**src/rtl/prng_pkg.sv**
```systemverilog
// Shared types and helpers for the PRNG LFSR engine.
// State encoding, default feedback taps and beat-counter sizing.
package prng_pkg;

  typedef enum logic [1:0] {
    IDLE     = 2'b00,
    SHIFT    = 2'b01,
    DATAOUT  = 2'b10,
    SEEDLOAD = 2'b11
  } state_t;

  // x^32 + x^22 + x^2 + x + 1 in Galois (right-shift) form
  localparam logic [31:0] DEFAULT_TAPS_32 = 32'h8020_0003;

  // Ceil-log2 of a beat count, never less than one bit so a single-beat
  // configuration still gets a legal counter.
  function automatic int beat_cnt_w(input int beats);
    int w;
    w = 1;
    while ((1 << w) < beats) w++;
    return w;
  endfunction

endpackage

```
**src/rtl/prng_ctrl_fsm.sv**
```systemverilog
// Control FSM for the PRNG engine: state register, request arbitration
// and the output / seed beat counters that generate completion.
module prng_ctrl_fsm
  import prng_pkg::*;
#(
  parameter int OUT_BEATS  = 4,
  parameter int SEED_BEATS = 4,
  parameter int OBW        = beat_cnt_w(OUT_BEATS),
  parameter int SBW        = beat_cnt_w(SEED_BEATS)
) (
  input  logic           clk,
  input  logic           rstn,
  input  logic           get_random,
  input  logic           load_seed,
  input  logic           rnd_ready,
  input  logic           seed_valid,
  output state_t         state,
  output logic           busy,
  output logic [OBW-1:0] out_beat,
  output logic [SBW-1:0] seed_beat,
  output logic           out_last,
  output logic           seed_last,
  output logic           seed_start
);

  // Current beat is the final slice of the word / seed being moved.
  assign out_last   = (state == DATAOUT)  && (out_beat  == OBW'(OUT_BEATS - 1));
  assign seed_last  = (state == SEEDLOAD) && (seed_beat == SBW'(SEED_BEATS - 1));

  // Entry into SEEDLOAD this cycle; get_random wins over load_seed.
  assign seed_start = ((state == IDLE) || (state == SHIFT)) && !get_random && load_seed;

  // State, busy flag and both beat counters; requests are only looked at in
  // IDLE/SHIFT so anything arriving during a transfer is simply dropped.
  always_ff @(posedge clk or negedge rstn) begin
    if (!rstn) begin
      state     <= IDLE;
      busy      <= 1'b0;
      out_beat  <= '0;
      seed_beat <= '0;
    end else begin
      case (state)
        IDLE, SHIFT: begin
          if (get_random) begin
            state    <= DATAOUT;
            busy     <= 1'b1;
            out_beat <= '0;
          end else if (load_seed) begin
            state     <= SEEDLOAD;
            busy      <= 1'b1;
            seed_beat <= '0;
          end else begin
            state <= SHIFT;
            busy  <= 1'b0;
          end
        end
        DATAOUT: begin
          if (rnd_ready) begin
            if (out_last) begin
              out_beat <= '0;
              state    <= SHIFT;
              busy     <= 1'b0;
            end else begin
              out_beat <= out_beat + 1'b1;
            end
          end
        end
        SEEDLOAD: begin
          if (seed_valid) begin
            if (seed_last) begin
              seed_beat <= '0;
              state     <= SHIFT;
              busy      <= 1'b0;
            end else begin
              seed_beat <= seed_beat + 1'b1;
            end
          end
        end
        default: begin
          state <= IDLE;
          busy  <= 1'b0;
        end
      endcase
    end
  end

endmodule

```
**src/rtl/prng_lfsr_engine.sv**
```systemverilog
// PRNG engine: Galois LFSR datapath, multi-beat seed assembly and the
// beat-sliced valid/ready output stream.
// Optional feature macro PRNG_WORD_CNT_EN adds a 32-bit delivered-word counter.
module prng_lfsr_engine
  import prng_pkg::*;
#(
  parameter int                LFSR_W    = 32,
  parameter int                OUT_W     = 8,
  parameter int                SEED_W    = 8,
  parameter logic [LFSR_W-1:0] TAPS      = LFSR_W'(DEFAULT_TAPS_32),
  parameter logic [LFSR_W-1:0] INIT_SEED = LFSR_W'(1)
) (
  input  logic              clk,
  input  logic              rstn,
  input  logic              get_random,
  input  logic              load_seed,
  input  logic [SEED_W-1:0] seed_data,
  input  logic              seed_valid,
  output logic              seed_ready,
  output logic [OUT_W-1:0]  rnd_data,
  output logic              rnd_valid,
  input  logic              rnd_ready,
  output logic [1:0]        state,
  output logic              busy
`ifdef PRNG_WORD_CNT_EN
  ,
  output logic [31:0]       word_cnt
`endif
);

  localparam int OUT_BEATS  = LFSR_W / OUT_W;
  localparam int SEED_BEATS = LFSR_W / SEED_W;
  localparam int OBW        = beat_cnt_w(OUT_BEATS);
  localparam int SBW        = beat_cnt_w(SEED_BEATS);

  state_t             st;
  logic [OBW-1:0]     out_beat;
  logic [SBW-1:0]     seed_beat;
  logic               out_last;
  logic               seed_last;
  logic               seed_start;
  logic               rnd_fire;
  logic               seed_fire;
  logic [LFSR_W-1:0]  lfsr;
  logic [LFSR_W-1:0]  lfsr_next;
  logic [LFSR_W-1:0]  seed_acc;
  logic [LFSR_W-1:0]  seed_word;

  prng_ctrl_fsm #(
    .OUT_BEATS  (OUT_BEATS),
    .SEED_BEATS (SEED_BEATS),
    .OBW        (OBW),
    .SBW        (SBW)
  ) u_ctrl (
    .clk        (clk),
    .rstn       (rstn),
    .get_random (get_random),
    .load_seed  (load_seed),
    .rnd_ready  (rnd_ready),
    .seed_valid (seed_valid),
    .state      (st),
    .busy       (busy),
    .out_beat   (out_beat),
    .seed_beat  (seed_beat),
    .out_last   (out_last),
    .seed_last  (seed_last),
    .seed_start (seed_start)
  );

  assign state      = st;
  assign rnd_valid  = (st == DATAOUT);
  assign seed_ready = (st == SEEDLOAD);
  assign rnd_fire   = rnd_valid && rnd_ready;
  assign seed_fire  = seed_valid && seed_ready;

  // Output slice follows the beat counter; forced to zero when not valid.
  assign rnd_data = rnd_valid ? lfsr[out_beat*OUT_W +: OUT_W] : '0;

  // Assemble the seed word with the incoming beat merged in, so the final
  // beat can load the LFSR in the same cycle it is accepted.
  always_comb begin
    seed_word = seed_acc;
    seed_word[seed_beat*SEED_W +: SEED_W] = seed_data;
    lfsr_next = (lfsr >> 1) ^ (lfsr[0] ? TAPS : '0);
  end

  // Seed accumulator: cleared on SEEDLOAD entry, filled one slice per beat.
  always_ff @(posedge clk or negedge rstn) begin
    if (!rstn) begin
      seed_acc <= '0;
    end else if (seed_start) begin
      seed_acc <= '0;
    end else if (seed_fire) begin
      seed_acc[seed_beat*SEED_W +: SEED_W] <= seed_data;
    end
  end

  // LFSR free-runs in SHIFT and is replaced by a completed seed, with an
  // all-zero seed mapped to 1 so the register can never lock up.
  always_ff @(posedge clk or negedge rstn) begin
    if (!rstn) begin
      lfsr <= INIT_SEED;
    end else if (st == SHIFT) begin
      lfsr <= lfsr_next;
    end else if (seed_fire && seed_last) begin
      lfsr <= (seed_word == '0) ? LFSR_W'(1) : seed_word;
    end
  end

`ifdef PRNG_WORD_CNT_EN
  // Count fully delivered words; a completed seed load restarts the count.
  always_ff @(posedge clk or negedge rstn) begin
    if (!rstn) begin
      word_cnt <= '0;
    end else if (seed_fire && seed_last) begin
      word_cnt <= '0;
    end else if (rnd_fire && out_last) begin
      word_cnt <= word_cnt + 32'd1;
    end
  end
`else
  logic unused_fire;
  assign unused_fire = rnd_fire;
`endif

endmodule

```
**config.mk**
```make
export PLATFORM = sky130hd
export DESIGN_NAME = prng_lfsr_engine
export DESIGN_NICKNAME = d
export VERILOG_FILES = /design/src/rtl/prng_pkg.sv /design/src/rtl/prng_ctrl_fsm.sv /design/src/rtl/prng_lfsr_engine.sv
export SDC_FILE = /design/constraint.sdc
export NUM_CORES = 1
export LEC_CHECK = 0
export ABC_CLOCK_PERIOD_IN_PS = 4100
export CAP_MARGIN = 20
export CELL_PAD_IN_SITES_DETAIL_PLACEMENT = 0
export CELL_PAD_IN_SITES_GLOBAL_PLACEMENT = 1
export CORE_MARGIN = 3
export CORE_UTILIZATION = 30
export CTS_CLUSTER_SIZE = 28
export DETAILED_ROUTE_END_ITERATION = 8
export PLACE_DENSITY_LB_ADDON = 0.1
export SYNTH_ARGS = -nofsm -noshare
export SYNTH_HDL_FRONTEND = slang
export SYNTH_SLANG_ARGS = --single-unit
```
**constraint.sdc**
```tcl
create_clock -name clk -period 4.1 [get_ports clk]
set_input_delay 1.025 -clock clk [delete_from_list [all_inputs] [get_ports clk]]
set_output_delay 1.025 -clock clk [all_outputs]
set_load 0.05 [all_outputs]
```
# Yosys cells after proc, flatten, opt, wreduce, memory -nomap -nowiden
# Cells that the tools add are included.
[word_totals] register_bits=71 in_bits=14
[op_classes] addsub=3 n_eq_ne=12 shifts=3 muxes=31 bitwise_logic=1 reduce_logical=18
[op_table] op="$mux 32" n=6
[op_table] op="$neg 5->34" n=1
[op_table] op="$shift 8x34->32 const A" n=1
[op_table] op="$shiftx 8x34->32" n=1
[op_table] op="$bwmux 32" n=1
[op_table] op="$logic_not 32->1" n=1
[op_table] op="$shiftx 32x6->8" n=1
[op_table] op="$xor 31x32->32" n=1
[op_table] op="$mux 2" n=13
[op_table] op="$eq 2x2->1 const B" n=4
[op_table] op="$mux 8" n=1
[op_table] op="$ne 2x2->1 const B" n=4
[op_table] op="$pmux 2 s2" n=2
[op_table] op="$reduce_and 4->1" n=2
[op_table] op="$reduce_bool 2->1" n=4
[op_table] op="$logic_and 1x1->1" n=6
[op_table] op="$mux 1" n=6
[op_table] op="$ne 2x1->1 const B" n=3
[op_table] op="$pmux 2 s3" n=1
[op_table] op="$add 2x1->2 const B" n=2
[op_table] op="$pmux 1 s3" n=1
[op_table] op="$reduce_and 3->1" n=1
[op_table] op="$eq 2x1->1 const B" n=1
[op_table] op="$logic_not 2->1" n=1
[op_table] op="other kinds (3)" n=3

# Longest topological paths before layout
# Gate-level depths: netlist of the first run.
[logic_depth] depth_word=7 mapped_depth=10

# By module
# From an unflattened synthesis of the first run, not the netlist that was laid out.
[unflattened] hier_cells=381 hier_area_um2=3857.4
[by_module_without_submodules] mod="prng_lfsr_engine" instances=1 cells_per_inst=346 area_per_inst_um2=3504.6
[by_module_without_submodules] mod="prng_ctrl_fsm" instances=1 cells_per_inst=35 area_per_inst_um2=352.8

# Worst setup path before layout of the first run
# OpenSTA, ideal clock, no wires.
[synth_timing] kind="register to output" start="register, netlist name u_ctrl.busy" end="output port rnd_data[0]" t_arrival_ns=1.898 required_time_ns=3.075 path_slack_ns=1.177 path_stages_with_launch=4 n_path_buf=1 path_cell_list="dfrtp_1 clkbuf_1 nand2b_1 nor2b_1"
[synth_rtl] item="end, declared" line_no="prng_lfsr_engine.sv:20" rtl="output logic [OUT_W-1:0] rnd_data,"

# Worst setup path in the final report of the first run
[layout_timing] start="register u_ctrl.out_beat[0]" end="output port rnd_data[6]"
[layout_via] elab_chain_len=2
[layout_rtl] item="start, declared" line_no="prng_ctrl_fsm.sv:19" rtl="output logic [OBW-1:0] out_beat,"
[layout_rtl] item="start signal, assigned" line_no="prng_ctrl_fsm.sv:64" rtl="out_beat <= out_beat + 1'b1;"
[layout_rtl] item="$shiftx 32x6->8" line_no="prng_lfsr_engine.sv:77" rtl="assign rnd_data = rnd_valid ? lfsr[out_beat*OUT_W +: OUT_W] : '0;"
[layout_rtl] item="$mux 8" line_no="prng_lfsr_engine.sv:77"
# Every way passes these cells.

==> metrics, run 1 <==
Seq/Total Area, Yosys=a little under half; Comb pwr share=about two fifths; clk buf depth=2; Final Hold Vio Count=0; clock share of power=between 20% and 30%; Total Routing Usage GR=between 10% and 20%; detailed-route via count=between 3k and 4k; multi-input logic area=around 0.0018 mm2; Post-Synthesis Cell Area=0.00374 mm2; count leader, synth=dfrtp_1; synth cell count leaders=69 x dfrtp_1, 52 x nand2_1, 35 x nor2b_1; CTS tree=built; worst-skew pair later-pin latency=between 0.3 and 0.4 ns; WL per Instance=a little over 20 um; highest clock rate=roughly 290 MHz; num ports=27; syn_nets=roughly 410; H-tree Lvls=3; WP data required=roughly 3.1 ns; EDFF count, synth=0; CTS buffer count=9; Clk pin slew, worst setup/hold paths=approximately 0.060 ns; P_sw=~1.3 mW; status=complete, no violations; hold buffer count at cts=0; predominant post-synthesis flop cell=dfrtp_1; initial antenna violation count=0; first drt pass iteration count=4; Total Wirelength=~12 mm; Die ar.=0.0138 mm2; Critical Path AT=between 2 and 2.5 ns; Row Count=40; Max VDD drop=slightly below 300 uV; r2r startpoint=u_ctrl.seed_beat[0]$_DFFE_PN0P_; grt ovf=0; placed instance area=between 0.004 and 0.005 mm2; vias in the first global route=approximately 3k; Routed Antenna Nets=0; post-route minimum period=approximately 3.5 ns; Synth area leader=dfrtp_1; CTS Sinks=70; Synth Instances=between 300 and 400; Avg Cell Area, Syn=between 9 and 10 um2; die height=between 100 and 150 um; Internal Power=1.96 mW; routability congestion estimate=just over 0.8; final hold slack=approximately 0.47 ns; final period utilization=between 80% and 90%; Initial DRC Count=200; fillcell total=~1.3k; Worst Hold Class=reg -> reg; switch share=between 30% and 40%; Overall Power=around 3.3 mW; largest net degree at the start of global routing=42; Post-Layout Inst Area=roughly 0.0045 mm2; synth top area cells=dfrtp_1 46%, nor2b_1 5.9%, a22oi_1 5.6%, nand2_1 5.2%, mux4_2 4.8%; CP Class=reg -> out; ys async rst share=100%; Resized Gates After CTS=0; RSZ-0062 raised after global routing=no; share of cells above drive strength 1=between 10% and 20%; vias per std cell=5.26; worst slack, placed=~0.8 ns; final core occ=a little under two fifths; global-route wire length before repair=approximately 19 mm; # placed instances=561; beginning of the worst hold path=seed_acc[28]$_DFFE_PN0P_; core box area=around 0.012 mm2; Crit. End Element=output port; CP startpoint kind=flip-flop; DRC violations left=0; Final HPWL DP=8.67 mm; Die X=~120 um; worst slew pin tran=about 0.85 ns; Final Max Slew Viols=0; YS warnings=0; synth unique cells=between 50 and 60; leak pwr=between 1.5 and 2 nW; diode count=0; setup_tns=0 ns; min setup slack post-route=just over 0.6 ns; CP Launch Point=u_ctrl.out_beat[0]$_DFFE_PN0P_; fin cells=slightly below 600; register area=0.00175 mm2; number of setup buffers added after CTS=0; CTS Root Cell=clkbuf_16; nets=between 400 and 500; initial cell density of the core=a little under a third; Synth top area share=around 46%; Rel. slew slack=43.0%; max_cap viols=0; register bit total from synthesis=70; P per Cell Area=728 mW/mm2; Setup Skew=~0.0074 ns; input/output buffers=26; crit path max fanout=11; synth-to-layout area growth=20.1%; Flop pwr share=around a third; Setup-failing EPs final=0
-- worst paths after layout --
check | endpoint | slack, ns | cells past startpoint
max | rnd_data[6] | 0.61 | 3
min | seed_acc[28]$_DFFE_PN0P_ | 0.47 | 2
max reg2reg | lfsr[0]$_DFFE_PN1P_ | 1.15 | 7
min reg2reg | seed_acc[28]$_DFFE_PN0P_ | 0.47 | 2
max in group asynchronous | lfsr[0]$_DFFE_PN1P_ | 2.61 | 2
min in group asynchronous | lfsr[28]$_DFFE_PN0P_ | 0.75 | 1
-- cell type report --
cell class / count / share of cell area, %
clock buffers: 10 / 5.10
inverters: 6 / 0.502
repair buffers: 37 / 7.80
multi-input cells: 280 / 40.9
clock inverters: 6 / 1.92
flip-flops and latches: 70 / 39.0
well taps: 168 / 4.68
-- power groups by stage --
stage          Combinational (mW)  Clock, mW  Sequential, mW
3_5_place_dp                 1.30          0            1.15
2_1_floorplan               0.973          0            1.03
5_1_grt                      1.43      0.882            1.17
6_report                     1.29      0.840            1.13
3_3_place_gp                 1.30          0            1.15
4_1_cts                      1.30      0.857            1.14
-- cell usage in the layout (no fill, tap or decap), types with 3 or more instances in the layout --
cell and instances:
clkbuf_16 9, or4_1 4, nand2_1 52, ha_1 6, nor2b_1 34, nand2b_1 4
buf_4 10, inv_1 5, a21oi_1 27, o21ai_1 21, a22oi_1 28, a32o_1 4
nor4_1 4, o21ai_0 27, dfrtp_1 69, nor2_1 9, a22o_1 3, clkdlybuf4s50_1 25
o21bai_1 5, xor2_1 3, mux4_2 8, nor4bb_1 3, and3_1 4
-- cells by family (layout without fill, tap and decap cells) --
group | after synthesis | in the layout | synth area share, %
simple gates | 127 | 127 | 18.2
compound gates | 134 | 134 | 22.7
buf+inv | 36 | 59 | 4.18
xor+xnor | 3 | 3 | 0.703
flops | 70 | 70 | 46.9
mux | 10 | 10 | 5.36
fa+ha+maj | 6 | 6 | 2.01
-- sequential cells by signal, indices dropped and copies added (netlist names) --
signal	cells
u_ctrl.out_beat	2
u_ctrl.seed_beat	2
seed_acc	32
u_ctrl.state	1
u_ctrl.busy	1
lfsr	32
-- routing by layer --
| layer | global-route usage, % | up-vias | wire length, um |
|---|---|---|---|
| met5 | 0 | - | 0 |
| met4 | 5.27 | 0 | 221 |
| met3 | 4.08 | 14 | 459 |
| met2 | 26.2 | 67 | 5440 |
| met1 | 26.1 | 1516 | 5840 |
| li1 | - | 1437 | - |
-- critical path, stage by stage (launching register included) --
cell,delay [ns]
dfrtp_1,0.69
mux4_2,0.58
nor2b_1,0.14
clkdlybuf4s50_1,0.71
Note: power is estimated with default switching activity, not from simulation.
==> run 2: changes to the inputs <==
--- a/config.mk
+++ b/config.mk
@@ -7,13 +7,15 @@
 export LEC_CHECK = 0
 export ABC_CLOCK_PERIOD_IN_PS = 4100
 export CAP_MARGIN = 20
-export CELL_PAD_IN_SITES_DETAIL_PLACEMENT = 0
+export CELL_PAD_IN_SITES_DETAIL_PLACEMENT = 1
 export CELL_PAD_IN_SITES_GLOBAL_PLACEMENT = 1
 export CORE_MARGIN = 3
 export CORE_UTILIZATION = 30
 export CTS_CLUSTER_SIZE = 28
 export DETAILED_ROUTE_END_ITERATION = 8
 export PLACE_DENSITY_LB_ADDON = 0.1
+export SLEW_MARGIN = 20
 export SYNTH_ARGS = -nofsm -noshare
 export SYNTH_HDL_FRONTEND = slang
+export SYNTH_HIERARCHICAL = 1
 export SYNTH_SLANG_ARGS = --single-unit
==> metrics, run 2 <==
status=complete, no violations; Die ar.=0.0143 mm2; Initial DRC Count=230; min setup slack post-route=between 0.6 and 0.7 ns; Reg2Reg Setup Slack=roughly 1.5 ns; Routed Antenna Nets=0; Post-Layout Inst Area=between 0.004 and 0.005 mm2; leak pwr=around 1.8 nW; Flop pwr share=about a third; nets=between 400 and 500; setup_tns=0 ns; diode count=0; highest clock rate=around 290 MHz; die height=around 120 um; Resized Gates After CTS=0; largest net degree at the start of global routing=between 70 and 80; initial antenna violation count=0; CTS Sinks=70; routability congestion estimate=about 0.75; WHS Endpoint=seed_acc[0]$_DFFE_PN0P_; Final Max Slew Viols=0; share of cells above drive strength 1=a little under an eighth; P per Cell Area=904 mW/mm2; syn_nets=around 400; CTS buffer count=9; commonest non-fill, non-tap cell in the layout=dfrtp_1; detailed-route via count=3088; count leader, synth=dfrtp_1; initial cell density of the core=around 31%; WP data required=slightly above 3 ns; post-route minimum period=about 3.5 ns; most frequent cells in the layout=69 x dfrtp_1, 43 x a22oi_1, 38 x nor2_1, 30 x a211oi_1, 30 x o21ai_0; register bit total from synthesis=70; placed instance area=about 0.0042 mm2; r2r startpoint=u_ctrl/seed_beat[0]$_DFFE_PN0P_; first drt pass iteration count=4; final core occ=between 30% and 40%; final period utilization=84.9%; worst slack, placed=between 0.9 and 1 ns; vias per std cell=approximately 5.5; core box area=0.0123 mm2; number of setup buffers added after CTS=0; Final HPWL DP=approximately 8.3 mm; global-route wire length before repair=just under 20 mm; beginning of the worst hold path=seed_acc[0]$_DFFE_PN0P_; Total Wirelength=roughly 12 mm; synth unique cells=between 50 and 60; RSZ-0062 raised after global routing=no; CP Class=reg -> out; # placed instances=550; switch share=a little over two fifths; Max VDD drop=roughly 270 uV; largest registers=lfsr: 32 flops, seed_acc: 32 flops; grt ovf=0; Row Count=40; Avg Cell Area, Syn=10.1 um2; endpoint of the worst register-to-register path=lfsr[0]$_DFFE_PN1P_; hold path cells=2; CTS Root Cell=clkbuf_16; predominant post-synthesis flop cell=dfrtp_1; clk buf depth=2; fin cells=565; clock share of power=between 20 and 25%; Die X=~120 um; crit path max fanout=12; fillcell total=1404; Comb pwr share=around 45%; worst-case reg-to-reg path depth=7; worst-skew pair later-pin latency=~0.35 ns; Post-Synthesis Cell Area=0.00386 mm2; WL per Instance=21.4 um; register area=0.00175 mm2; hold buffer count at cts=0; Clk pin slew, worst setup/hold paths=roughly 0.060 ns; synth cell count leaders=69 x dfrtp_1, 43 x a22oi_1, 38 x nor2_1; vias in the first global route=roughly 3.1k; YS warnings=6; Critical Path AT=2.46 ns; Total Routing Usage GR=between 10% and 20%; ys async rst share=100%; DRC violations left=0; P_sw=approximately 1.7 mW; synth-to-layout area growth=18.7%; Synth top area share=between 40 and 50%; num ports=27; EDFF count, synth=0; Internal Power=between 2 and 2.5 mW; Setup Skew=a little under 0.01 ns; synth top area cells=dfrtp_1 45%, a22oi_1 8.4%, a211oi_1 5.8%, mux4_2 4.7%, o21ai_0 3.9%; multi-input logic area=0.00193 mm2; input/output buffers=26; max_cap viols=0; Setup-failing EPs final=0; Seq/Total Area, Yosys=45.4%; worst slew pin tran=0.933 ns; Worst Hold Class=reg -> reg; CP startpoint kind=flip-flop; Rel. slew slack=between 30% and 40%; Synth Instances=about 380; H-tree Lvls=3; Final Hold Vio Count=0; Synth area leader=dfrtp_1; Crit. End Element=output port; CTS tree=built
-- run 2: worst max-delay path, stage by stage (launching register included) --
cell             delay (ns)
dfrtp_1                0.69
mux4_2                 0.58
nor2b_1                0.14
clkdlybuf4s50_1        0.70
-- run 2: routing by layer --
metal	wire length [um]	part of all wire, %	track usage (%)	up-vias
li1	-	-	-	1452
met1	6210	51	27.3	1579
met2	5330	44	24.9	51
met3	436	3.6	4.46	6
met4	99	0.82	4.87	0
met5	0	0	0	-
-- run 2: cell families (layout without fill, tap and decap cells) --
family,after synthesis,in the layout,share of synthesized area [%]
buffers and inverters,39,55,4.61
DFF,70,70,45.4
and+or+nand+nor,106,106,16.0
xor gates and xnor gates,2,2,0.454
AOI/OAI and AO/OA,142,142,24.6
muxes,15,15,6.65
adders and majority gates,7,7,2.27
-- run 2: metrics by stage --
| step | total power, mW | hold slack [ns] |
|---|---|---|
| floorplan | 2.63 | 0.490 |
| global placement | 3.20 | 0.528 |
| detailed placement | 3.24 | 0.534 |
| CTS | 4.18 | 0.543 |
| global route | 4.46 | 0.585 |
| finish | 4.14 | 0.540 |
-- run 2: layout make-up --
type	count	share of cell area, %
well taps	168	4.59
multi-input cells	272	42.2
repair buffers	33	7.00
clock buffers	11	5.30
clock inverters	4	2.08
inverters	7	0.574
flip-flops and latches	70	38.3
-- run 2: power by group through the flow --
stage	logic (mW)	registers [mW]	clock network, mW
final	1.84	1.39	0.906
after CTS	1.85	1.39	0.934
after detailed placement	1.84	1.40	0
after global placement	1.80	1.40	0
after floorplan	1.38	1.25	0
after global routing	2.04	1.44	0.973
-- run 2: worst max-delay path by stage --
stage,start,endpoint,cells past startpoint
2_1_floorplan,u_ctrl/busy$_DFFE_PN0P_,rnd_data[0],3
3_3_place_gp,u_ctrl/out_beat[0]$_DFFE_PN0P_,rnd_data[7],3
3_5_place_dp,u_ctrl/out_beat[0]$_DFFE_PN0P_,rnd_data[1],3
4_1_cts,u_ctrl/out_beat[0]$_DFFE_PN0P_,rnd_data[1],3
5_1_grt,u_ctrl/out_beat[0]$_DFFE_PN0P_,rnd_data[5],3
6_report,u_ctrl/out_beat[0]$_DFFE_PN0P_,rnd_data[1],3
==> run 3: changes to the inputs <==
--- a/config.mk
+++ b/config.mk
@@ -5,7 +5,7 @@
 export SDC_FILE = /design/constraint.sdc
 export NUM_CORES = 1
 export LEC_CHECK = 0
-export ABC_CLOCK_PERIOD_IN_PS = 4100
+export ABC_CLOCK_PERIOD_IN_PS = 3050
 export CAP_MARGIN = 20
 export CELL_PAD_IN_SITES_DETAIL_PLACEMENT = 1
 export CELL_PAD_IN_SITES_GLOBAL_PLACEMENT = 1
==> constraint.sdc (replaced) <==
create_clock -name clk -period 3.05 [get_ports clk]
set_input_delay 0.7625 -clock clk [delete_from_list [all_inputs] [get_ports clk]]
set_output_delay 0.7625 -clock clk [all_outputs]
set_load 0.05 [all_outputs]
==> metrics, run 3 (same netlist as run 2, synthesis figures left out) <==
status=complete, no violations; Total Wirelength=approximately 12 mm; crit-path leading delay family=flip-flops; number of cells on the critical path=3; Routed Antenna Nets=0; global-route wire length before repair=~19 mm; final period utilization=about nine tenths; crit path max fanout=12; # placed instances=between 500 and 600; crit path buf inv count=1; Resized Gates After CTS=0; fillcell total=roughly 1.4k; H-tree Lvls=3; CP startpoint kind=flip-flop; synth-to-layout area growth=18.7%; largest net degree at the start of global routing=64; setup_tns=0 ns; vias per std cell=between 5 and 6; Flop pwr share=about 33%; CP max-delay cell=dfrtp_1; Total Routing Usage GR=between 10% and 20%; fin cells=roughly 570; post-route minimum period=between 2 and 3 ns; first drt pass iteration count=5; worst-case reg-to-reg path depth=6; Rel. slew slack=42.0%; WP data required=roughly 2.3 ns; Die X=119 um; grt ovf=0; Setup Skew=about 0.0083 ns; Row Count=40; CTS Root Cell=clkbuf_16; RSZ-0062 raised after global routing=no; commonest non-fill, non-tap cell in the layout=dfrtp_1; P_sw=2.36 mW; most frequent cells in the layout=69 x dfrtp_1, 43 x a22oi_1, 38 x nor2_1, 30 x a211oi_1, 30 x o21ai_0; DRC violations left=0; Critical Path AT=2.02 ns; max_cap viols=0; share of cells above drive strength 1=between 15 and 20%; initial cell density of the core=31.3%; switch share=43.3%; initial antenna violation count=0; Final Hold Vio Count=0; Initial DRC Count=210; CP max stage delay=around 0.74 ns; Max VDD drop=447 uV; worst-skew pair later-pin latency=0.35 ns; Clk pin slew, worst setup/hold paths=0.05 ns; crit-path cells=mux4_2 > nor2b_1 > buf_4; Die ar.=approximately 0.014 mm2; CP Class=reg -> out; WL per Instance=about 21 um; largest registers=lfsr: 32 flops, seed_acc: 32 flops; die height=between 100 and 150 um; hold buffer count at cts=0; Comb pwr share=between 40% and 50%; Crit. End Element=output port; clock share of power=a little under a fifth; core box area=roughly 0.012 mm2; CTS tree=built; Overall Power=around 5.4 mW; CTS buffer count=9; Worst Hold Class=in -> async; vias in the first global route=~3.2k; detailed-route via count=roughly 3.1k; routability congestion estimate=~0.75; highest clock rate=roughly 360 MHz; CTS Sinks=70; Internal Power=roughly 3.1 mW; P per Cell Area=1190 mW/mm2; input/output buffers=26; nets=~420; diode count=0; leak pwr=between 1.5 and 2 nW; Setup-failing EPs final=0; Final HPWL DP=around 8.6 mm; worst slew pin tran=0.870 ns; clk buf depth=2; final hold slack=~0.54 ns; final core occ=between 30% and 40%; Final Max Slew Viols=0; num ports=27; number of setup buffers added after CTS=0
==> run 3: cell count changes in the layout (fill, tap and decap cells not counted), sizes merged <==
cell / previous run / this run
bufinv: 3 / 1
buf: 8 / 25
clkinvlp: 0 / 2
clkbuf: 11 / 9
clkinv: 1 / 3
clkdlybuf4s50: 25 / 16
==> run 3: path summary, 6_finish.rpt <==
| check | start | end | slack, ns |
|---|---|---|---|
| min in group clk | lfsr[18]$_DFFE_PN0P_ | lfsr[18]$_DFFE_PN0P_ | 0.54 |
| setup / recovery | u_ctrl/out_beat[0]$_DFFE_PN0P_ | rnd_data[3] | 0.26 |
| hold / removal | rstn | u_ctrl/out_beat[1]$_DFFE_PN0P_ | 0.54 |
| setup reg to reg | u_ctrl/seed_beat[0]$_DFFE_PN0P_ | seed_acc[8]$_DFFE_PN0P_ | 0.75 |
| hold reg to reg | lfsr[18]$_DFFE_PN0P_ | lfsr[18]$_DFFE_PN0P_ | 0.54 |
| max in group asynchronous | rstn | lfsr[14]$_DFFE_PN0P_ | 1.85 |
==> run 3: worst reg2reg max path, cell delays in order, from the launching register on <==
cell and delay [ns]:
dfrtp_1 0.37, inv_1 0.12, ha_1 0.54, and4b_1 0.41, and2_4 0.25, a21oi_1 0.35
a211oi_1 0.14
==> run 3: layout make-up <==
| cell class | instances | area [um2] | share of cell area, % |
|---|---|---|---|
| tap | 168 | 210 | 4.59 |
| timing repair buffer | 41 | 370 | 8.09 |
| sequential | 70 | 1750 | 38.3 |
| clock buffer | 9 | 225 | 4.92 |
| multi-input combinational | 272 | 1930 | 42.2 |
| clock inverter | 6 | 63.8 | 1.39 |
| inverter | 7 | 26.3 | 0.574 |
==> run 3: power groups by stage <==
| stage | combinational, mW | sequential (mW) | clock [mW] |
|---|---|---|---|
| floorplan | 1.86 | 1.68 | 0 |
| global placement | 2.55 | 1.83 | 0 |
| detailed placement | 2.59 | 1.83 | 0 |
| CTS | 2.60 | 1.82 | 1.08 |
| global route | 2.86 | 1.88 | 1.11 |
| finish | 2.59 | 1.81 | 1.05 |
==> run 3: through the flow <==
stage	worst slack [ns]	area, um2
global placement	0.503	4290
global route	0.152	4580
finish	0.263	4580
floorplan	0.406	3860
CTS	0.205	4580
detailed placement	0.472	4290
==> run 3: per-layer routing <==
metal / wire, um / GRT usage, % / part of all wire (%)
met1: 6050 / 26.1 / 50
met2: 5410 / 25.3 / 45
met3: 480 / 4.99 / 4.0
met4: 127 / 5.30 / 1.1
met5: 0 / 0 / 0
